<file path="config.mk">
export PLATFORM = sky130hd
export DESIGN_NAME = video_axis_bridge
export DESIGN_NICKNAME = d
export VERILOG_FILES = /design/src/rtl/osd_defs.sv /design/src/rtl/sync_fifo.sv /design/src/rtl/video_axis_bridge.sv
export SDC_FILE = /design/constraint.sdc
export NUM_CORES = 1
export LEC_CHECK = 0
export CELL_PAD_IN_SITES_DETAIL_PLACEMENT = 0
export CELL_PAD_IN_SITES_GLOBAL_PLACEMENT = 1
export CORE_UTILIZATION = 54
export DETAILED_ROUTE_END_ITERATION = 16
export PLACE_DENSITY_LB_ADDON = 0.15
export REMOVE_ABC_BUFFERS = 1
export SLEW_MARGIN = 20
export SYNTH_ARGS = -nofsm -noshare
export SYNTH_HDL_FRONTEND = slang
export SYNTH_SLANG_ARGS = --single-unit
</file>
<file path="constraint.sdc">
create_clock -name pix_clk -period 4.1 [get_ports pix_clk]
set_input_delay 0.41 -clock pix_clk [delete_from_list [all_inputs] [get_ports pix_clk]]
set_output_delay 0.41 -clock pix_clk [all_outputs]
set_load 0.005 [all_outputs]
</file>
<file path="src/rtl/osd_defs.sv">
// Shared definitions for the video-to-AXI-Stream bridge: FSM encoding,
// FIFO entry layout and counter sizing helpers.
package osd_defs;

  typedef enum logic [1:0] {
    WAIT_FRAME = 2'd0,
    IN_FRAME   = 2'd1,
    DROP_FRAME = 2'd2
  } state_t;

  // FIFO entry is {sof, eol, pixel}; the pixel occupies the low bits.
  localparam int ENTRY_FLAG_BITS = 2;

  function automatic int eol_bit(input int data_width);
    return data_width;
  endfunction

  function automatic int sof_bit(input int data_width);
    return data_width + 1;
  endfunction

  function automatic int pix_cnt_width(input int frame_w);
    return $clog2(frame_w) + 1;
  endfunction

  function automatic int line_cnt_width(input int frame_h);
    return $clog2(frame_h) + 1;
  endfunction

endpackage

</file>
<file path="src/rtl/sync_fifo.sv">
// Single-clock FIFO with combinational head read; a write into a full FIFO
// is accepted only when a read retires the head on the same edge.
module sync_fifo #(
  parameter int WIDTH = 26,
  parameter int DEPTH = 16
) (
  input  logic                     clk,
  input  logic                     rst,
  input  logic                     wr_en,
  input  logic [WIDTH-1:0]         wr_data,
  input  logic                     rd_en,
  output logic [WIDTH-1:0]         rd_data,
  output logic                     full,
  output logic                     empty,
  output logic [$clog2(DEPTH):0]   count
);

  localparam int AW = $clog2(DEPTH);
  localparam logic [AW:0] COUNT_FULL = (AW+1)'(DEPTH);

  logic [WIDTH-1:0] mem_q [DEPTH];
  logic [AW-1:0]    wr_ptr_q, wr_ptr_d;
  logic [AW-1:0]    rd_ptr_q, rd_ptr_d;
  logic [AW:0]      count_q, count_d;
  logic             do_wr, do_rd;

  always_comb begin
    do_rd    = rd_en && (count_q != '0);
    do_wr    = wr_en && ((count_q != COUNT_FULL) || do_rd);
    wr_ptr_d = wr_ptr_q;
    rd_ptr_d = rd_ptr_q;
    count_d  = count_q;
    if (do_wr) wr_ptr_d = wr_ptr_q + AW'(1);
    if (do_rd) rd_ptr_d = rd_ptr_q + AW'(1);
    case ({do_wr, do_rd})
      2'b10:   count_d = count_q + (AW+1)'(1);
      2'b01:   count_d = count_q - (AW+1)'(1);
      default: count_d = count_q;
    endcase
  end

  always_ff @(posedge clk or posedge rst) begin
    if (rst) begin
      wr_ptr_q <= '0;
      rd_ptr_q <= '0;
      count_q  <= '0;
    end else begin
      wr_ptr_q <= wr_ptr_d;
      rd_ptr_q <= rd_ptr_d;
      count_q  <= count_d;
    end
  end

  // Storage needs no reset: count/pointers alone define which slots are live.
  always_ff @(posedge clk) begin
    if (do_wr) mem_q[wr_ptr_q] <= wr_data;
  end

  assign rd_data = mem_q[rd_ptr_q];
  assign full    = (count_q == COUNT_FULL);
  assign empty   = (count_q == '0);
  assign count   = count_q;

endmodule

</file>
<file path="src/rtl/video_axis_bridge.sv">
// Converts fval/lval/dval pixel timing into an AXI-Stream video master with
// tuser on the first pixel of a frame, tlast at line end, and sticky errors.
module video_axis_bridge
  import osd_defs::*;
#(
  parameter int DATA_WIDTH = 24,
  parameter int FRAME_W    = 640,
  parameter int FRAME_H    = 480,
  parameter int FIFO_DEPTH = 16
) (
  input  logic                  pix_clk,
  input  logic                  rstb,
  input  logic                  fval,
  input  logic                  lval,
  input  logic                  dval,
  input  logic [DATA_WIDTH-1:0] pix_data,
  output logic [DATA_WIDTH-1:0] m_tdata,
  output logic                  m_tvalid,
  input  logic                  m_tready,
  output logic                  m_tuser,
  output logic                  m_tlast,
  output logic                  overflow,
  output logic                  size_err,
  input  logic                  clr_err
);

  localparam int EW      = DATA_WIDTH + ENTRY_FLAG_BITS;
  localparam int PW      = pix_cnt_width(FRAME_W);
  localparam int LW      = line_cnt_width(FRAME_H);
  localparam int EOL_BIT = eol_bit(DATA_WIDTH);
  localparam int SOF_BIT = sof_bit(DATA_WIDTH);
  localparam logic [PW-1:0] PIX_LAST  = PW'(FRAME_W - 1);
  localparam logic [PW-1:0] PIX_FULL  = PW'(FRAME_W);
  localparam logic [LW-1:0] LINE_FULL = LW'(FRAME_H);

  state_t         state_q, state_d;
  logic           fval_q, lval_q;
  logic [PW-1:0]  pix_cnt_q, pix_cnt_d;
  logic [LW-1:0]  line_cnt_q, line_cnt_d, lines_done;
  logic           sof_pend_q, sof_pend_d;
  logic           stg_valid_q, stg_valid_d;
  logic [EW-1:0]  stg_entry_q, stg_entry_d;
  logic           overflow_q, overflow_d;
  logic           size_err_q, size_err_d;

  logic           fval_rise, fval_fall, lval_fall;
  logic           sample, pop, push_req, overflow_evt, size_evt;
  logic           fifo_full, fifo_empty, head_valid;
  logic [EW-1:0]  fifo_rd_data;
  logic [$clog2(FIFO_DEPTH):0] fifo_count;

  sync_fifo #(
    .WIDTH (EW),
    .DEPTH (FIFO_DEPTH)
  ) u_fifo (
    .clk     (pix_clk),
    .rst     (rstb),
    .wr_en   (push_req),
    .wr_data (stg_entry_q),
    .rd_en   (pop),
    .rd_data (fifo_rd_data),
    .full    (fifo_full),
    .empty   (fifo_empty),
    .count   (fifo_count)
  );

  // Sampled pixels wait one cycle in a staging register before the FIFO push.
  always_comb begin
    fval_rise    = fval && !fval_q;
    fval_fall    = !fval && fval_q;
    lval_fall    = !lval && lval_q;
    sample       = (state_q == IN_FRAME) && fval && lval && dval;
    pop          = m_tvalid && m_tready;
    push_req     = stg_valid_q && (state_q != DROP_FRAME);
    overflow_evt = push_req && fifo_full && !pop;

    stg_valid_d = sample;
    stg_entry_d = stg_entry_q;
    if (sample) begin
      stg_entry_d[DATA_WIDTH-1:0] = pix_data;
      stg_entry_d[EOL_BIT]        = (pix_cnt_q == PIX_LAST);
      stg_entry_d[SOF_BIT]        = sof_pend_q;
    end

    sof_pend_d = sof_pend_q;
    if ((state_q == WAIT_FRAME) && fval_rise) sof_pend_d = 1'b1;
    else if (sample)                          sof_pend_d = 1'b0;

    pix_cnt_d = pix_cnt_q;
    if (lval_fall || fval_rise)           pix_cnt_d = '0;
    else if (sample && pix_cnt_q != '1)   pix_cnt_d = pix_cnt_q + PW'(1);

    lines_done = line_cnt_q;
    if (lval_fall && line_cnt_q != '1) lines_done = line_cnt_q + LW'(1);
    line_cnt_d = fval_rise ? '0 : lines_done;

    size_evt = (state_q == IN_FRAME) &&
               ((lval_fall && pix_cnt_q != PIX_FULL) ||
                (fval_fall && lines_done != LINE_FULL));

    overflow_d = overflow_evt ? 1'b1 : (clr_err ? 1'b0 : overflow_q);
    size_err_d = size_evt     ? 1'b1 : (clr_err ? 1'b0 : size_err_q);
  end

  always_comb begin
    state_d = state_q;
    case (state_q)
      WAIT_FRAME: if (fval_rise) state_d = IN_FRAME;
      IN_FRAME: begin
        if (fval_fall)         state_d = WAIT_FRAME;
        else if (overflow_evt) state_d = DROP_FRAME;
      end
      DROP_FRAME: if (fval_fall) state_d = WAIT_FRAME;
      default:    state_d = WAIT_FRAME;
    endcase
  end

  // fval history resets high so a reset released mid-frame is not a frame start.
  always_ff @(posedge pix_clk or posedge rstb) begin
    if (rstb) begin
      state_q     <= WAIT_FRAME;
      fval_q      <= 1'b1;
      lval_q      <= 1'b0;
      pix_cnt_q   <= '0;
      line_cnt_q  <= '0;
      sof_pend_q  <= 1'b0;
      stg_valid_q <= 1'b0;
      stg_entry_q <= '0;
      overflow_q  <= 1'b0;
      size_err_q  <= 1'b0;
    end else begin
      state_q     <= state_d;
      fval_q      <= fval;
      lval_q      <= lval;
      pix_cnt_q   <= pix_cnt_d;
      line_cnt_q  <= line_cnt_d;
      sof_pend_q  <= sof_pend_d;
      stg_valid_q <= stg_valid_d;
      stg_entry_q <= stg_entry_d;
      overflow_q  <= overflow_d;
      size_err_q  <= size_err_d;
    end
  end

  assign head_valid = (fifo_count != '0);
  assign m_tvalid   = !fifo_empty;
  assign m_tdata    = head_valid ? fifo_rd_data[DATA_WIDTH-1:0] : '0;
  assign m_tuser    = head_valid && fifo_rd_data[SOF_BIT];
  assign m_tlast    = head_valid && fifo_rd_data[EOL_BIT];
  assign overflow   = overflow_q;
  assign size_err   = size_err_q;

endmodule

</file>
==> impl_metrics.yaml, run 1 <==
global_routing:
  grt-ovfl-total: 0
  grt_max_degree: 48
  track_usage: 0.227
  grt_pass1_wl_mm: 59.6
  antenna_found_initial: 0
  grt_pass1_vias: 9568
setup_path:
  worstPathMaxFanout: 36
  cp_num_cells: 5
  r2r_slack_ns: 0.89
  cpLargestDelayFamily: "multiplexers"
  crit_chain: "buf_12 > mux4_2 > mux4_2 > nor2b_1 > clkdlybuf4s50_1"
  start_kind: "flop"
  critical_path_arrival_ns: 3.36
  crit_slowest_cell: "dfrtp_4"
  crit_start: "u_fifo.rd_ptr_q[0]$_DFFE_PP0P_"
  path_common_cell: "mux4_2"
  r2r-start: "u_fifo.count[0]$_DFFE_PP0P_"
  cpPeakStageDelay_ns: 0.74
  rr_worst_depth: 12
  end_kind: "output port"
  criticalPathCategory: "flop to output port"
  critical_path_buf_inv_count: 2
  cp.required_ns: 3.69
clocking:
  holdBufCountCts: 0
  post_cts_buffers: 0
  cts-root-buf: "clkbuf_16"
  post_cts_resized: 0
  worstSkewPairLatency_ns: 0.58
  cts_tree: "done"
  cts_sinks: 484
  path_clk_slew_ns: 0.06
  clock_path_buffers: 3
  htreeDepth: 2
  numCtsBuffers: 50
place:
  place_ws_ns: 0.865
  place_area_um2: 20500
  dp_hpwl_mm: 20.9
  place_inst: 1471
  io_buffers: 59
  gp_congestion: 0.795
routing:
  drt_iter0_markers: 742
  first_pass_iters: 7
  drt-total-wl_mm: 39.0
  antenna_left: 0
  viasPerCell: 5.91
  drcViolationCount: 0
  post_drt_wl_per_cell_um: 24.9
  vias: 9252
synth:
  yosysSeqAreaShare: 0.742
  netlist.top_cell.by_area: "edfxtp_1"
  yosysWarnings: 0
  synth_cells: 971
  synth_edf_count: 416
  synth.avg_cell_area_um2: 19.7
  synthFlopType: "edfxtp_1"
  ys_ff_latch: 484
  async_reset_ff_frac: 0.140
  yosys.area.top_type_share: 0.653
  synth_cell_types: 52
  syn-cell-area_um2: 19100
  synth.area.top_cells: "edfxtp_1 65%, mux4_2 15%, dfrtp_1 8.8%"
finish:
  final_cell_mix: "416 x edfxtp_1, 130 x mux4_2, 98 x nand2_1"
  final-seq-area_um2: 14200
  multi_input_area_um2: 4750
  area_growth_pct: 15.5
  finalNonFillerCells: 1565
  final_common_cell: "edfxtp_1"
  drive_above_1_share: 0.235
  antenna_cells: 0
  fill_cells: 2374
  post-route-cell-area_um2: 22100
  final_util: 0.636
  nets: 1112
sta:
  finalCritPeriodShare: 0.919
  fmax_mhz: 265
  tns_ns: 0
  timing.final.ws_setup_ns: 0.333
  final.setup_skew_ns: 0.0225
  worst_slew_pin_slew_ns: 0.840
  finalSetupViolCount: 0
  rsz0062_at_grt: "false"
  finalHoldViolCount: 0
  whs_ns: 0.259
  slew_headroom: 0.435
  drv_slew: 0
  period_minus_slack_ns: 3.77
floorplan:
  io_pins: 60
  die_h_um: 190
  die_width_um: 190
  rows: 68
  dieArea_um2: 36200
  core_area_um2: 34700
  start_util: 0.551
min_path:
  hp-class: "primary input to asynchronous set/reset pin"
status:
  status: "complete, no violations"
power_and_ir_drop:
  ir_drop_v: 0.000416
  leakagePower_nw: 7.43
  total_power_mw: 14.4
  p_per_area_nw_per_um2: 653
flow_run:
  cap_violations: 0
## power breakdown
group | total, mW | internal, mW | leakage (nW) | switching [mW]
Clock | 4.34 | 2.54 | 0.779 | 1.80
Sequential | 6.60 | 5.95 | 4.67 | 0.648
Combinational | 3.46 | 2.12 | 1.98 | 1.35
## flip-flops by register name (all words and copies together) (netlist names), 2 cells and up
register	count
pix_cnt_q	11
u_fifo.count	5
u_fifo.mem_q	416
u_fifo.rd_ptr_q	4
u_fifo.wr_ptr_q	4
stg_entry_q	26
state_q	2
line_cnt_q	10
## worst paths after layout
path | to
max in group asynchronous | u_fifo.rd_ptr_q[0]$_DFFE_PP0P_
max | m_tuser
min reg2reg | u_fifo.rd_ptr_q[2]$_DFFE_PP0P_
min in group pix_clk | stg_entry_q[21]$_DFFE_PP0P_
min | size_err$_DFFE_PP0P_
max reg2reg | u_fifo.count[4]$_DFFE_PP0P_
## synth_stat cells (8+ instances only)
cell type  instances
ha_1              12
mux4_2           130
nor2b_1           33
buf_1              8
nor2_1            33
nand2_1           98
a21oi_1            9
clkbuf_1          21
buf_2             12
xnor2_1           18
o21ai_0            8
edfxtp_1         416
nor3_1            11
inv_1             16
dfrtp_1           67
## cells by family (layout without fill, tap and decap cells)
group	Yosys count	after routing	synth area share
buffers and inverters	63	202	0.0151
adder cells (fa/ha/maj)	13	13	0.00890
AND/OR/NAND/NOR	221	221	0.0557
flip-flops	484	484	0.742
AO/OA/AOI/OAI	31	31	0.0111
multiplexers	135	135	0.156
XOR/XNOR	24	24	0.0110
## per-layer routing
layer | GRT usage | part of all wire | vias to the layer above
met5 | 0 | 0 | -
met4 | 0.0606 | 0.020 | 0
met3 | 0.0299 | 0.049 | 66
met2 | 0.377 | 0.51 | 270
met1 | 0.321 | 0.42 | 4860
li1 | - | - | 4056
## worst reg2reg max path, delay by kind of cell (launching register included)
family / cells / cell delay (ns)
buffers and inverters: 2 / 0.20
XOR/XNOR: 1 / 0.16
adder cells (fa/ha/maj): 2 / 0.62
AO/OA/AOI/OAI: 1 / 0.10
flip-flops: 1 / 0.41
AND/OR/NAND/NOR: 6 / 1.66
## final cells by class
type / count / share of cell area
Multi-Input combinational cell: 424 / 0.215
Sequential cell: 484 / 0.643
Timing Repair Buffer: 91 / 0.0405
Tap cell: 455 / 0.0258
Inverter: 17 / 0.00295
Clock inverter: 16 / 0.00714
Clock buffer: 78 / 0.0651
No activity file was read; power rests on OpenSTA's default activity.
==> inputs of run 2 (changes only) <==
Settings changed: CTS_CLUSTER_SIZE set to 28.
==> results of run 2 <==
Final layout, timing and power as in run 1 (identical DEF).
